File: src/rtl/burst_slave_port.sv
// Serial-bus slave endpoint: deserialises an address/length request, then
// streams a burst of data beats to or from one slave memory instance.
module burst_slave_port #(
    parameter int unsigned ADDR_WIDTH  = 12,
    parameter int unsigned DATA_WIDTH  = 8,
    parameter int unsigned LEN_WIDTH   = 2,
    parameter int unsigned MEM_DEPTH   = 2048,
    parameter int unsigned MEM_LATENCY = 1
) (
    input  logic                  clk,
    input  logic                  rstn,
    input  logic [DATA_WIDTH-1:0] smemrdata,
    output logic                  smemwen,
    output logic                  smemren,
    output logic [ADDR_WIDTH-1:0] smemaddr,
    output logic [DATA_WIDTH-1:0] smemwdata,
    input  logic                  swdata,
    input  logic                  smode,
    input  logic                  mvalid,
    output logic                  srdata,
    output logic                  svalid,
    output logic                  sbusy,
    output logic                  sdone,
    output logic                  serr
);

    localparam int unsigned REQ_WIDTH = ADDR_WIDTH + LEN_WIDTH;
    localparam int unsigned REQ_CW    = $clog2(REQ_WIDTH + 1);
    localparam int unsigned BIT_CW    = $clog2(DATA_WIDTH + 1);
    localparam int unsigned LAT_CW    = $clog2(MEM_LATENCY + 1);
    localparam logic [ADDR_WIDTH:0] DEPTH_LIM = (ADDR_WIDTH + 1)'(MEM_DEPTH);

    typedef enum logic [2:0] {
        IDLE  = 3'd0,
        REQ   = 3'd1,
        WDATA = 3'd2,
        RREQ  = 3'd3,
        RWAIT = 3'd4,
        RSEND = 3'd5
    } state_t;

    state_t                  state, state_nxt;
    logic [REQ_WIDTH-2:0]    req_sh, req_sh_nxt;
    logic [REQ_CW-1:0]       req_cnt, req_cnt_nxt;
    logic                    mode, mode_nxt;
    logic [LEN_WIDTH-1:0]    len, len_nxt;
    logic [LEN_WIDTH-1:0]    beat, beat_nxt;
    logic [ADDR_WIDTH-1:0]   cur_addr, cur_addr_nxt;
    logic                    oor, oor_nxt;
    logic [BIT_CW-1:0]       bit_cnt, bit_cnt_nxt;
    logic [DATA_WIDTH-2:0]   wsh, wsh_nxt;
    logic [DATA_WIDTH-2:0]   rsh, rsh_nxt;
    logic [LAT_CW-1:0]       lat_cnt, lat_cnt_nxt;
    logic                    skip, skip_nxt;

    logic                    smemwen_nxt, smemren_nxt;
    logic [ADDR_WIDTH-1:0]   smemaddr_nxt;
    logic [DATA_WIDTH-1:0]   smemwdata_nxt;
    logic                    srdata_nxt, svalid_nxt, sbusy_nxt, sdone_nxt, serr_nxt;

    logic [REQ_WIDTH-1:0]    req_full;
    logic [DATA_WIDTH-1:0]   wword;
    logic [ADDR_WIDTH-1:0]   next_addr;
    logic                    req_in_range, cur_in_range, next_in_range;
    logic                    req_last, bit_last, beat_last;

    // Assembled words including the bit currently on swdata
    assign req_full      = {swdata, req_sh};
    assign wword         = {swdata, wsh};
    assign next_addr     = cur_addr + ADDR_WIDTH'(1);
    assign req_in_range  = {1'b0, req_full[ADDR_WIDTH-1:0]} < DEPTH_LIM;
    assign cur_in_range  = {1'b0, cur_addr} < DEPTH_LIM;
    assign next_in_range = {1'b0, next_addr} < DEPTH_LIM;
    assign req_last      = (req_cnt == REQ_CW'(REQ_WIDTH - 1));
    assign bit_last      = (bit_cnt == BIT_CW'(DATA_WIDTH - 1));
    assign beat_last     = (beat == len);

    // State and datapath registers, synchronous active-low reset
    always_ff @(posedge clk) begin
        if (!rstn) begin
            state     <= IDLE;
            req_sh    <= '0;
            req_cnt   <= '0;
            mode      <= 1'b0;
            len       <= '0;
            beat      <= '0;
            cur_addr  <= '0;
            oor       <= 1'b0;
            bit_cnt   <= '0;
            wsh       <= '0;
            rsh       <= '0;
            lat_cnt   <= '0;
            skip      <= 1'b0;
            smemwen   <= 1'b0;
            smemren   <= 1'b0;
            smemaddr  <= '0;
            smemwdata <= '0;
            srdata    <= 1'b0;
            svalid    <= 1'b0;
            sbusy     <= 1'b0;
            sdone     <= 1'b0;
            serr      <= 1'b0;
        end else begin
            state     <= state_nxt;
            req_sh    <= req_sh_nxt;
            req_cnt   <= req_cnt_nxt;
            mode      <= mode_nxt;
            len       <= len_nxt;
            beat      <= beat_nxt;
            cur_addr  <= cur_addr_nxt;
            oor       <= oor_nxt;
            bit_cnt   <= bit_cnt_nxt;
            wsh       <= wsh_nxt;
            rsh       <= rsh_nxt;
            lat_cnt   <= lat_cnt_nxt;
            skip      <= skip_nxt;
            smemwen   <= smemwen_nxt;
            smemren   <= smemren_nxt;
            smemaddr  <= smemaddr_nxt;
            smemwdata <= smemwdata_nxt;
            srdata    <= srdata_nxt;
            svalid    <= svalid_nxt;
            sbusy     <= sbusy_nxt;
            sdone     <= sdone_nxt;
            serr      <= serr_nxt;
        end
    end

    // Next-state, datapath and registered-output decode
    always_comb begin
        state_nxt     = state;
        req_sh_nxt    = req_sh;
        req_cnt_nxt   = req_cnt;
        mode_nxt      = mode;
        len_nxt       = len;
        beat_nxt      = beat;
        cur_addr_nxt  = cur_addr;
        oor_nxt       = oor;
        bit_cnt_nxt   = bit_cnt;
        wsh_nxt       = wsh;
        rsh_nxt       = rsh;
        lat_cnt_nxt   = lat_cnt;
        skip_nxt      = 1'b0;
        smemwen_nxt   = 1'b0;
        smemren_nxt   = 1'b0;
        smemaddr_nxt  = smemaddr;
        smemwdata_nxt = smemwdata;
        srdata_nxt    = srdata;
        svalid_nxt    = svalid;
        sdone_nxt     = 1'b0;
        serr_nxt      = 1'b0;

        case (state)
            IDLE: begin
                // One quiet cycle after a completed transaction
                if (mvalid && !skip) begin
                    state_nxt   = REQ;
                    mode_nxt    = smode;
                    req_sh_nxt  = req_full[REQ_WIDTH-1:1];
                    req_cnt_nxt = REQ_CW'(1);
                end
            end

            REQ: begin
                if (!mvalid) begin
                    state_nxt = IDLE;
                    serr_nxt  = 1'b1;
                end else if (req_last) begin
                    cur_addr_nxt = req_full[ADDR_WIDTH-1:0];
                    len_nxt      = req_full[REQ_WIDTH-1:ADDR_WIDTH];
                    beat_nxt     = '0;
                    bit_cnt_nxt  = '0;
                    if (mode) begin
                        state_nxt = WDATA;
                    end else begin
                        state_nxt = RREQ;
                        if (req_in_range) begin
                            smemren_nxt  = 1'b1;
                            smemaddr_nxt = req_full[ADDR_WIDTH-1:0];
                            oor_nxt      = 1'b0;
                        end else begin
                            serr_nxt = 1'b1;
                            oor_nxt  = 1'b1;
                        end
                    end
                end else begin
                    req_sh_nxt  = req_full[REQ_WIDTH-1:1];
                    req_cnt_nxt = req_cnt + REQ_CW'(1);
                end
            end

            WDATA: begin
                // mvalid low simply stalls collection
                if (mvalid) begin
                    wsh_nxt = wword[DATA_WIDTH-1:1];
                    if (bit_last) begin
                        bit_cnt_nxt = '0;
                        if (cur_in_range) begin
                            smemwen_nxt   = 1'b1;
                            smemaddr_nxt  = cur_addr;
                            smemwdata_nxt = wword;
                        end else begin
                            serr_nxt = 1'b1;
                        end
                        if (beat_last) begin
                            state_nxt = IDLE;
                            sdone_nxt = 1'b1;
                            skip_nxt  = 1'b1;
                        end else begin
                            beat_nxt     = beat + LEN_WIDTH'(1);
                            cur_addr_nxt = next_addr;
                        end
                    end else begin
                        bit_cnt_nxt = bit_cnt + BIT_CW'(1);
                    end
                end
            end

            RREQ: begin
                lat_cnt_nxt = LAT_CW'(MEM_LATENCY - 1);
                state_nxt   = RWAIT;
            end

            RWAIT: begin
                // Capture read data (zero for an out-of-range beat) and start sending
                if (lat_cnt == '0) begin
                    rsh_nxt     = oor ? '0 : smemrdata[DATA_WIDTH-1:1];
                    srdata_nxt  = oor ? 1'b0 : smemrdata[0];
                    svalid_nxt  = 1'b1;
                    bit_cnt_nxt = '0;
                    state_nxt   = RSEND;
                end else begin
                    lat_cnt_nxt = lat_cnt - LAT_CW'(1);
                end
            end

            RSEND: begin
                if (bit_last) begin
                    svalid_nxt  = 1'b0;
                    srdata_nxt  = 1'b0;
                    bit_cnt_nxt = '0;
                    if (beat_last) begin
                        state_nxt = IDLE;
                        sdone_nxt = 1'b1;
                        skip_nxt  = 1'b1;
                    end else begin
                        state_nxt    = RREQ;
                        beat_nxt     = beat + LEN_WIDTH'(1);
                        cur_addr_nxt = next_addr;
                        if (next_in_range) begin
                            smemren_nxt  = 1'b1;
                            smemaddr_nxt = next_addr;
                            oor_nxt      = 1'b0;
                        end else begin
                            serr_nxt = 1'b1;
                            oor_nxt  = 1'b1;
                        end
                    end
                end else begin
                    bit_cnt_nxt = bit_cnt + BIT_CW'(1);
                    srdata_nxt  = rsh[0];
                    rsh_nxt     = rsh >> 1;
                end
            end

            default: begin
                state_nxt = IDLE;
            end
        endcase

        sbusy_nxt = (state_nxt != IDLE);
    end

endmodule

File: config.mk
export PLATFORM = sky130hd
export DESIGN_NAME = burst_slave_port
export DESIGN_NICKNAME = d
export VERILOG_FILES = /design/src/rtl/burst_slave_port.sv
export SDC_FILE = /design/constraint.sdc
export NUM_CORES = 1
export LEC_CHECK = 0
export CORE_MARGIN = 4
export CORE_UTILIZATION = 55
export DETAILED_ROUTE_END_ITERATION = 8
export PLACE_DENSITY = 0.77
export SLEW_MARGIN = 15
export SYNTH_ARGS = -nofsm -noshare
export SYNTH_HDL_FRONTEND = slang
export SYNTH_SLANG_ARGS = --single-unit
File: constraint.sdc
create_clock -name clk -period 6.1 [get_ports clk]
set_clock_uncertainty 0.05 [all_clocks]
set_input_delay 0.61 -clock clk [delete_from_list [all_inputs] [get_ports clk]]
set_output_delay 0.61 -clock clk [all_outputs]
set_load 0.005 [all_outputs]
==> summary.txt <==
STA
  • Slew margin rel.: 0.252
  • Hold Vio Cnt, Final: 0
  • # setup viols final: 0
  • Worst hold margin: 411 ps
  • Post-route minimum period: 3520 ps
  • Unrepaired setup endpoints after global routing: no
  • Fmax: 284 MHz
  • Tightest Pin Transition: 1120 ps
  • Max-slew violations: 0
  • Final worst-path cycle share: 0.578
  • Setup_tns: 0 ps
  • Final setup margin: 2580 ps

Logic synthesis
  • Sequential element share of the synthesized area: 0.397
  • Cell count after synthesis: 495
  • Synth async-reset ratio: 0
  • Post-Syn Area: 4180 um2
  • Top FF cell, synth: dfxtp_1
  • Netlist cell types: 75
  • Mapped Nets: 512
  • Number of synthesis warnings: 0
  • Avg Inst Size Synth: 8.45 um2
  • Area contributors post-synth: dfxtp_1 (40%), mux2i_1 (7.9%), nand2_1 (5.4%)
  • Yosys top cell by area: dfxtp_1
  • Yosys reg bits: 83
  • Share of the synthesized area in the top cell type: 0.397
  • Number of synthesized flops with an enable pin: 0

Global routing
  • Initial antenna violation count: 0
  • Gr usage total: 0.220
  • Vias in the first global route: 3334
  • Total grt overflow: 0
  • First-pass GRT wire length: 15800 um
  • Largest net degree at the start of global routing: 65

Clocking
  • CTS Buf Count: 9
  • CTS tree: built
  • H-Tree Level Count: 3
  • Clock root buffer: clkbuf_8
  • Cts repair resizes: 0
  • Clock net sink count: 83
  • Clk slew on worst S/H paths: 80 ps
  • Skew-Pair Late Insertion Delay: 360 ps
  • CTS Hold Buffers Added: 0
  • Number of post-CTS setup repair buffers: 0
  • Max Root-Sink Buffers: 2

Setup path
  • R2R setup slack: 2580 ps
  • Crit start category: flip-flop
  • R2r endpoint: smemaddr[11]
  • R2R Path Start: state[1]
  • CP max FO: 26
  • Worst Reg-to-Reg Cells: 5
  • WS Path Type: reg -> reg
  • Setup crit end kind: flip-flop
  • Required time worst endpoint: 6300 ps
  • WP data arrival: 3730 ps

Die
  • Initial core utilization: 0.571
  • Die extent in y: 95.2 um
  • Die W: 95.2 um
  • Core ar.: 7330 um2
  • Area of the die: 9070 um2
  • Row cnt: 31
  • Number of I/O pins: 40

Detailed routing
  • Wirelength, routed: 9560 um
  • Vias per Instance: 6.09
  • ANT nets after route: 0
  • DR DRC count: 0
  • DR iter-0 viols: 267
  • Wire per inst: 15.7 um
  • DRT Pass-1 Iters: 7
  • Via Count: 3711

Place
  • Placer congestion estimate: 0.848
  • Inst Count DP: 593
  • Hpwl dp: 6250 um
  • Pre-CTS setup slack: 2650 ps
  • IO buf count: 39

Power
  • Pwr Density: 213 nW/um2
  • Worst VDD drop: 0.161 mV
  • Leakage dissipation: 1.63 nW

Run status
  • Outcome: finished, final reports clean

Layout
  • Final net count: 522
  • Share of layout cells above drive strength 1: 0.0667
  • Final std cells w/o fill: 609
  • Ant. Diodes: 0
  • Number of fill cells: 628
  • P&R area growth vs syn: 12.4%
  • Final Util: 0.641

Hold path
  • Class of the worst hold path: reg -> reg
  • Hold Path Sink: wsh[0]
  • Hold_sp: wsh[0]
  • Worst Hold Depth: 2

Job
  • MaxCap Viol Count: 0
-- layout by cell type, fill, tap and decap left out, types with 5 or more instances in the layout --
cell             count
o21ai_0             23
a211oi_1             8
nor3b_1              8
clkdlybuf4s50_1     39
o31ai_1             11
nand2b_1             7
clkbuf_8            10
nand3_1             19
nor2_1              51
dfxtp_1             83
a21oi_1             44
nor3_1               5
nand2_1             60
inv_1                5
mux2i_1             33
-- worst max path at each step --
stage               startpoint            to  slack (ps)  cells past startpoint
floorplan               mvalid    req_sh[10]        3980                      6
global placement      state[1]  smemaddr[11]        2760                      5
detailed placement    state[1]  smemaddr[11]        2650                      5
CTS                   state[1]  smemaddr[11]        2620                      5
global route          state[1]  smemaddr[11]        2390                      5
finish                state[1]  smemaddr[11]        2580                      5
-- registers in the layout (all words and copies together), names as in the netlist, 4 cells and up --
signal	cells
smemaddr	12
req_sh	13
rsh	7
smemwdata	8
cur_addr	12
req_cnt	4
bit_cnt	4
wsh	7
-- critical path: stages (launching register included) --
cell and delay, ps:
dfxtp_1 690, and3b_1 500, nor2_2 940, o22a_1 260, o2111ai_2 530, and3_1 440
-- final cells by class --
cell class / count / area, um2 / share of cell area
multi-input combinational: 365 / 2290 / 0.488
timing repair buffer: 40 / 398 / 0.0846
tap: 99 / 124 / 0.0263
inverter: 6 / 22.5 / 0.00479
sequential: 83 / 1660 / 0.353
clock inverter: 5 / 61.3 / 0.0130
clock buffer: 11 / 141 / 0.0301
-- routing by layer --
metal | track usage | wire (um)
met5 | 0 | 0
met4 | 0.0745 | 184
met3 | 0.0505 | 565
met2 | 0.356 | 4430
met1 | 0.287 | 4380
-- logic make-up (layout without fill, tap and decap cells) --
logic type      count (synthesis)  in the layout  share of synthesized area
compound gates                129            129                      0.208
xor+xnor                        6              6                     0.0126
fa+ha+maj                       4              4                     0.0120
buf+inv                        47             62                     0.0547
flops                          83             83                      0.397
mux                            33             33                     0.0789
simple gates                  193            193                      0.237
-- power breakdown --
group | total [mW] | switching [mW] | internal, mW | leakage, nW
sequential | 0.551 | 0.00590 | 0.545 | 0.669
combinational | 0.0505 | 0.0291 | 0.0214 | 0.854
clock | 0.403 | 0.200 | 0.203 | 0.104
-- per-stage QoR --
step	power [mW]	cell area, um2
2_1_floorplan	0.598	4180
3_3_place_gp	0.612	4500
3_5_place_dp	0.613	4500
4_1_cts	1.01	4700
5_1_grt	1.04	4700
6_report	1.00	4700
-- synthesized netlist by cell type, types with 4 or more instances --
cell / instances
dfxtp_1: 83
nand2_1: 60
nor2_1: 51
a21oi_1: 44
mux2i_1: 33
o21ai_0: 23
clkbuf_1: 20
nand3_1: 19
buf_2: 15
o31ai_1: 11
a211oi_1: 8
nor3b_1: 8
nand2b_1: 7
inv_1: 5
nor3_1: 5
and3_1: 4
ha_1: 4
nand3b_1: 4
nand4_1: 4
nor4_1: 4
o21a_1: 4
(Power assumes the default switching activity.)
